[config.mk]
export PLATFORM = sky130hd
export DESIGN_NAME = tinycpu_gen
export DESIGN_NICKNAME = d
export VERILOG_FILES = /design/src/rtl/tinycpu_gen.sv
export SDC_FILE = /design/constraint.sdc
export NUM_CORES = 1
export LEC_CHECK = 0
export CAP_MARGIN = 5
export CORE_MARGIN = 2
export CORE_UTILIZATION = 35
export DETAILED_ROUTE_END_ITERATION = 7
export PLACE_DENSITY = 0.58
export SLEW_MARGIN = 5
export SYNTH_ARGS = -nofsm -noshare
export SYNTH_HDL_FRONTEND = slang
export SYNTH_SLANG_ARGS = --single-unit
[constraint.sdc]
create_clock -name clk -period 19.4 [get_ports clk]
set_input_delay 3.88 -clock clk [delete_from_list [all_inputs] [get_ports clk]]
set_output_delay 3.88 -clock clk [all_outputs]
set_load 0.005 [all_outputs]
[src/rtl/tinycpu_gen.sv]
// tinycpu_gen: parametrised stack-machine CPU core with a req/ack memory bus, CALL/RET and traps.
// Define STACK_GUARD_EN to trap stack underflow/overflow; otherwise the stack saturates silently.
module tinycpu_gen #(
    parameter int unsigned DW     = 16,
    parameter int unsigned AW     = 12,
    parameter int unsigned SDEPTH = 8
) (
    input  logic          clk,
    input  logic          rst_n,
    input  logic          run,
    output logic          mem_req,
    output logic          mem_we,
    output logic [AW-1:0] mem_addr,
    output logic [DW-1:0] mem_wdata,
    input  logic [DW-1:0] mem_rdata,
    input  logic          mem_ack,
    output logic [DW-1:0] out,
    output logic          out_valid,
    output logic          halted,
    output logic          fault,
    output logic [1:0]    fault_code
);
    localparam int unsigned SPW = $clog2(SDEPTH + 1);
    localparam int unsigned IW  = $clog2(SDEPTH);
    localparam logic [SPW-1:0] SPMAX = SPW'(SDEPTH);

    localparam logic [2:0] st_idle   = 3'd0;
    localparam logic [2:0] st_fetch  = 3'd1;
    localparam logic [2:0] st_exec   = 3'd2;
    localparam logic [2:0] st_mem    = 3'd3;
    localparam logic [2:0] st_halted = 3'd4;
    localparam logic [2:0] st_fault  = 3'd5;

    localparam logic [3:0] op_halt  = 4'h0;
    localparam logic [3:0] op_pushi = 4'h1;
    localparam logic [3:0] op_push  = 4'h2;
    localparam logic [3:0] op_pop   = 4'h3;
    localparam logic [3:0] op_jmp   = 4'h4;
    localparam logic [3:0] op_jz    = 4'h5;
    localparam logic [3:0] op_jnz   = 4'h6;
    localparam logic [3:0] op_call  = 4'h7;
    localparam logic [3:0] op_ret   = 4'h8;
    localparam logic [3:0] op_out   = 4'he;
    localparam logic [3:0] op_alu   = 4'hf;

    logic [2:0]     state_q, state_d;
    logic [AW-1:0]  pc_q, pc_d;
    logic [DW-1:0]  ir_q, ir_d;
    logic [SPW-1:0] sp_q, sp_d;
    logic [DW-1:0]  out_q, out_d;
    logic           outv_q, outv_d;
    logic [1:0]     fcode_q, fcode_d;
    logic [DW-1:0]  stk [SDEPTH];

    logic [3:0]     opcode;
    logic [AW-1:0]  operand;
    logic [DW-1:0]  imm;
    logic [4:0]     f;
    logic           illegal;
    logic [DW-1:0]  top, nxt, alu;
    logic [SPW-1:0] sp_pop1, sp_pop2;
    logic           push_en, stk_we;
    logic [SPW-1:0] push_base;
    logic [DW-1:0]  push_val;

    assign opcode  = ir_q[DW-1:DW-4];
    assign operand = ir_q[AW-1:0];
    assign imm     = {{(DW-AW){operand[AW-1]}}, operand};
    assign f       = ir_q[4:0];
    assign illegal = (opcode >= 4'h9) && (opcode <= 4'hd);

    // Empty slots read as zero so unguarded pops on an empty stack see 0.
    assign top     = (sp_q != '0) ? stk[IW'(sp_q - SPW'(1))] : '0;
    assign nxt     = (sp_q >= SPW'(2)) ? stk[IW'(sp_q - SPW'(2))] : '0;
    assign sp_pop1 = (sp_q != '0) ? sp_q - SPW'(1) : '0;
    assign sp_pop2 = (sp_q >= SPW'(2)) ? sp_q - SPW'(2) : '0;

`ifdef STACK_GUARD_EN
    logic need1, need2, need_room, underflow, overflow;
    assign need1     = (opcode inside {op_pop, op_jz, op_jnz, op_ret, op_out})
                       || (opcode == op_alu && f[4]);
    assign need2     = (opcode == op_alu) && !f[4];
    assign need_room = opcode inside {op_pushi, op_push, op_call};
    assign underflow = (need1 && sp_q == '0) || (need2 && sp_q < SPW'(2));
    assign overflow  = need_room && (sp_q == SPMAX);
`endif

    always_comb begin
        alu = top;
        if (f[4]) begin
            case (f[3:0])
                4'h0:    alu = ~top;
                4'h1:    alu = -top;
                default: alu = top;
            endcase
        end else begin
            case (f[3:0])
                4'h0:    alu = nxt + top;
                4'h1:    alu = nxt - top;
                4'h2:    alu = nxt & top;
                4'h3:    alu = nxt | top;
                4'h4:    alu = nxt ^ top;
                4'h5:    alu = {{(DW-1){1'b0}}, nxt == top};
                4'h6:    alu = {{(DW-1){1'b0}}, nxt != top};
                4'h7:    alu = {{(DW-1){1'b0}}, $signed(nxt) < $signed(top)};
                default: alu = '0;
            endcase
        end
    end

    always_comb begin
        state_d   = state_q;
        pc_d      = pc_q;
        ir_d      = ir_q;
        sp_d      = sp_q;
        out_d     = out_q;
        outv_d    = 1'b0;
        fcode_d   = fcode_q;
        push_en   = 1'b0;
        push_base = sp_q;
        push_val  = imm;
        stk_we    = 1'b0;
        case (state_q)
            st_idle, st_halted: if (run) state_d = st_fetch;
            st_fetch: begin
                if (mem_ack) begin
                    ir_d    = mem_rdata;
                    pc_d    = pc_q + AW'(1);
                    state_d = st_exec;
                end
            end
            st_exec: begin
                state_d = st_fetch;
                if (illegal) begin
                    state_d = st_fault;
                    fcode_d = 2'b11;
`ifdef STACK_GUARD_EN
                end else if (underflow) begin
                    state_d = st_fault;
                    fcode_d = 2'b01;
                end else if (overflow) begin
                    state_d = st_fault;
                    fcode_d = 2'b10;
`endif
                end else begin
                    case (opcode)
                        op_halt:  state_d = st_halted;
                        op_pushi: push_en = 1'b1;
                        op_push, op_pop: state_d = st_mem;
                        op_jmp:   pc_d = operand;
                        op_jz: begin
                            sp_d = sp_pop1;
                            if (top == '0) pc_d = operand;
                        end
                        op_jnz: begin
                            sp_d = sp_pop1;
                            if (top != '0) pc_d = operand;
                        end
                        op_call: begin
                            push_en  = 1'b1;
                            push_val = {{(DW-AW){1'b0}}, pc_q};
                            pc_d     = operand;
                        end
                        op_ret: begin
                            pc_d = top[AW-1:0];
                            sp_d = sp_pop1;
                        end
                        op_out: begin
                            out_d  = top;
                            outv_d = 1'b1;
                            sp_d   = sp_pop1;
                        end
                        op_alu: begin
                            push_en   = 1'b1;
                            push_base = f[4] ? sp_pop1 : sp_pop2;
                            push_val  = alu;
                        end
                        default: ;
                    endcase
                end
            end
            st_mem: begin
                if (mem_ack) begin
                    state_d = st_fetch;
                    if (opcode == op_push) begin
                        push_en  = 1'b1;
                        push_val = mem_rdata;
                    end else begin
                        sp_d = sp_pop1;
                    end
                end
            end
            default: ;
        endcase
        // A push into a full stack is dropped and sp saturates.
        if (push_en) begin
            if (push_base < SPMAX) begin
                stk_we = 1'b1;
                sp_d   = push_base + SPW'(1);
            end else begin
                sp_d = SPMAX;
            end
        end
    end

    always_ff @(posedge clk) begin
        if (!rst_n) begin
            state_q <= st_idle;
            pc_q    <= '0;
            ir_q    <= '0;
            sp_q    <= '0;
            out_q   <= '0;
            outv_q  <= 1'b0;
            fcode_q <= 2'b00;
        end else begin
            state_q <= state_d;
            pc_q    <= pc_d;
            ir_q    <= ir_d;
            sp_q    <= sp_d;
            out_q   <= out_d;
            outv_q  <= outv_d;
            fcode_q <= fcode_d;
        end
    end

    always_ff @(posedge clk) begin
        if (rst_n && stk_we) stk[IW'(push_base)] <= push_val;
    end

    assign mem_req    = (state_q == st_fetch) || (state_q == st_mem);
    assign mem_we     = (state_q == st_mem) && (opcode == op_pop);
    assign mem_addr   = (state_q == st_fetch) ? pc_q : (state_q == st_mem) ? operand : '0;
    assign mem_wdata  = mem_we ? top : '0;
    assign out        = out_q;
    assign out_valid  = outv_q;
    assign halted     = (state_q == st_halted);
    assign fault      = (state_q == st_fault);
    assign fault_code = fcode_q;
endmodule
==> summary.txt <==
Outcome
  – Status: complete, no violations

Clocking
  – Num CTS Buffers: 17
  – Resized Gates After CTS: 0
  – H-Tree Depth: 4
  – Post-CTS repair timing setup buffer count: 0
  – Hold buffers post-CTS: 0
  – Worst-skew pair later-pin latency: 0.45 ns
  – CTS clk-pin slew, worst paths: 0.08 ns
  – CTS root buf: clkbuf_16
  – TritonCTS clock tree: built
  – Sink Count: 181
  – CTS Buffer Depth: 2

Route
  – Initial detailed-routing violation count: 1076
  – WL met3: 2650 µm
  – Routed WL: 40400 µm
  – Max layer used: met4
  – Via count: 10421
  – WL per Instance: 23.1 µm
  – Post-route ant nets: 0
  – Drt pass-1 iters: 7
  – Drc violations: 0
  – DR vias/cell: 5.96
  – Met2 wire len: 19300 µm
  – Met1 WL: 17300 µm

Die
  – Die W: 192 µm
  – Starting Density: 0.356
  – Row Count: 68
  – Num ports: 71
  – Die Footprint: 0.0368 mm²
  – Core box area: 0.0346 mm²
  – Die height: 192 µm

Synth
  – Yosys reg bits: 181
  – Count of cell types in the netlist: 83
  – Top FF cell, synth: edfxtp_1
  – Post-Synth XOR/XNOR Area: 0.0162
  – Post-Synth Simple-Gate Area: 0.152
  – Mapped Area: 0.0123 mm²
  – Sequential-to-total area share from yosys stat: 0.397
  – Fraction of registers with async set/reset: 0
  – Post-synthesis adder-cell area fraction: 0.0590
  – Yosys warns: 0
  – Syn_nets: 1321
  – Post-Synthesis Cells: 1244
  – Syn_area_per_cell: 9.92 µm²
  – Mux cell area share after synthesis: 0.148
  – Largest family of logic cells by synthesized area: compound AO/OA/AOI/OAI gates
  – Compound-cell area share of the yosys netlist: 0.174
  – Number of flops mapped to enable cells by yosys: 128

Place
  – Post-Place Cells: 1716
  – Final HPWL DP: 29400 µm
  – Port buffer count: 70
  – GPL Wtd Cong: 0.943
  – Pre-CTS setup slack: 11.79 ns

GRT
  – Largest net degree at the start of global routing: 55
  – Number of global-route vias before repair: 9754
  – GR Util All Layers: 0.221
  – First-pass GRT wire length: 61000 µm
  – Initial antenna violation count: 0
  – GRT overflow: 0

Worst setup path
  – Arrival time worst endpoint: 4.21 ns
  – Crit end category: output port
  – Worst path bufs/invs: 4
  – Critical-path top delay cell: mux4_2
  – Worst EP required: 15.52 ns
  – Crit path largest cell delay: 0.59 ns
  – Family with the most delay on the worst path: buffers and inverters
  – Crit start category: flop
  – Crit path top cell by count: buf_4
  – Crit-path max FO: 37
  – Cell Chain, Critical Path: buf_4 > inv_1 > ha_2 > buf_4 > mux4_2 > a22oi_1 > nor2_1 > clkdlybuf4s50_1
  – Kind of critical path: reg2out

Layout
  – Commonest non-fill, non-tap cell in the layout: nand2_1
  – Layout cells sized above 1: 0.118
  – Area Growth Syn to Fin: 14.2%
  – Register Area: 0.00491 mm²
  – Multi-input logic area: 0.00682 mm²
  – Filler Cell Count: 3368
  – Final Non-Filler Cells: 1749
  – Final #Nets: 1357
  – Most frequent cells in the layout: nand2_1 (129), edfxtp_1 (128), nor2_1 (120)

STA
  – Post-route clock skew: 0.0167 ns
  – Max Fclk: 0.124 GHz
  – Hold_ws: 0.456 ns
  – Period utilization: 0.417
  – Final min period: 8.09 ns
  – Final hold vios: 0
  – RSZ-0062 raised after global routing: no
  – Worst-Margin Slew: 1.24 ns
  – # setup viols final: 0
  – PnR worst setup slack: 11.31 ns
  – Fin. max-slew vios: 0
  – TNS Setup: 0 ns
  – Relative slew margins: 0.162

Power
  – Flop pwr share: 0.387
  – Max rail drop VDD: 0.0506 mV
  – Net Sw Frac: 0.352
  – Pwr/cell area: 77.6 mW/mm²
  – Internal power: 709 µW
  – Pleak: 4.74 nW
  – Clock power frac: 0.328
  – Logic pwr share: 0.286
  – Switching Power: 385 µW

Run
  – Max_cap viols: 0

Hold path
  – Hold Crit Class: reg2reg
-- synth_stat cells (6+ instances only) --
master | number | area [µm²]
a211o_1 | 6 | 52.6
a211oi_1 | 17 | 128
a21o_1 | 18 | 135
a21oi_1 | 112 | 561
a22oi_1 | 16 | 120
a31oi_1 | 11 | 68.8
and3_1 | 8 | 50.1
buf_1 | 8 | 30.0
buf_2 | 11 | 55.1
buf_6 | 7 | 78.8
clkbuf_1 | 56 | 210
dfxtp_1 | 53 | 1060
edfxtp_1 | 128 | 3840
ha_1 | 55 | 688
inv_1 | 57 | 214
mux2_2 | 7 | 78.8
mux2i_1 | 42 | 420
mux4_2 | 55 | 1240
nand2_1 | 129 | 484
nand2b_1 | 33 | 206
nand3_1 | 28 | 140
nor2_1 | 120 | 450
nor2b_1 | 16 | 100
nor3_1 | 21 | 105
o211ai_1 | 14 | 105
o21ai_0 | 49 | 245
o21ai_1 | 13 | 65.1
o31ai_1 | 11 | 82.6
or3_1 | 11 | 68.8
xnor2_1 | 18 | 158
-- power groups by stage --
stage          Combinational [mW]  Clock, mW  Sequential, mW
2_1_floorplan               0.226          0           0.426
4_1_cts                     0.306      0.364           0.423
3_3_place_gp                0.303          0           0.432
6_report                    0.312      0.359           0.423
5_1_grt                     0.337      0.379           0.424
3_5_place_dp                0.305          0           0.432
-- tightest hold or removal path: cells and delay by family (launching register included) --
kind            cells  cell delay, ns
flops               1            0.32
simple gates        1            0.05
compound gates      1            0.05
-- worst paths after layout --
check	from	end	slack, ns	depth (start not counted)
worst max register to register	sp_q[1]	stk[1][0]	12.85	15
worst min-delay path	out[1]	out[1]	0.46	2
worst max-delay path	sp_q[1]	mem_wdata[6]	11.31	8
worst min register to register	out[1]	out[1]	0.46	2
-- layer usage --
layer | vias up | global-route usage
met5 | - | 0
met4 | 0 | 0.0772
met3 | 52 | 0.0247
met2 | 481 | 0.365
met1 | 5191 | 0.301
li1 | 4697 | -
-- state kept, by name (all words and copies together), names as in the netlist --
signal      count
out            16
sp_q            4
fault_code      1
ir_q           16
state_q         3
out_valid       1
pc_q           12
stk           128
-- cell type report --
type	count	area share
sequential	181	0.348
clock inverter	15	0.0137
antenna	1	0.000178
clock buffer	17	0.0302
multi-input combinational	916	0.484
tap	455	0.0404
inverter	62	0.0165
timing repair buffer	102	0.0668
-- kinds of logic after synthesis --
family / Yosys count
AO/OA/AOI/OAI: 329
XOR/XNOR: 22
adder cells (fa/ha/maj): 57
buffers and inverters: 147
flip-flops: 181
multiplexers: 108
AND/OR/NAND/NOR: 400
-- through the flow --
stage,total power [mW],cell area [µm²],utilization
6_report,1.09,14100,0.407
5_1_grt,1.14,14100,0.407
4_1_cts,1.09,14100,0.407
3_5_place_dp,0.736,13500,0.389
3_3_place_gp,0.735,13500,0.389
2_1_floorplan,0.652,12300,-
Note: power is estimated with default switching activity, not from simulation.
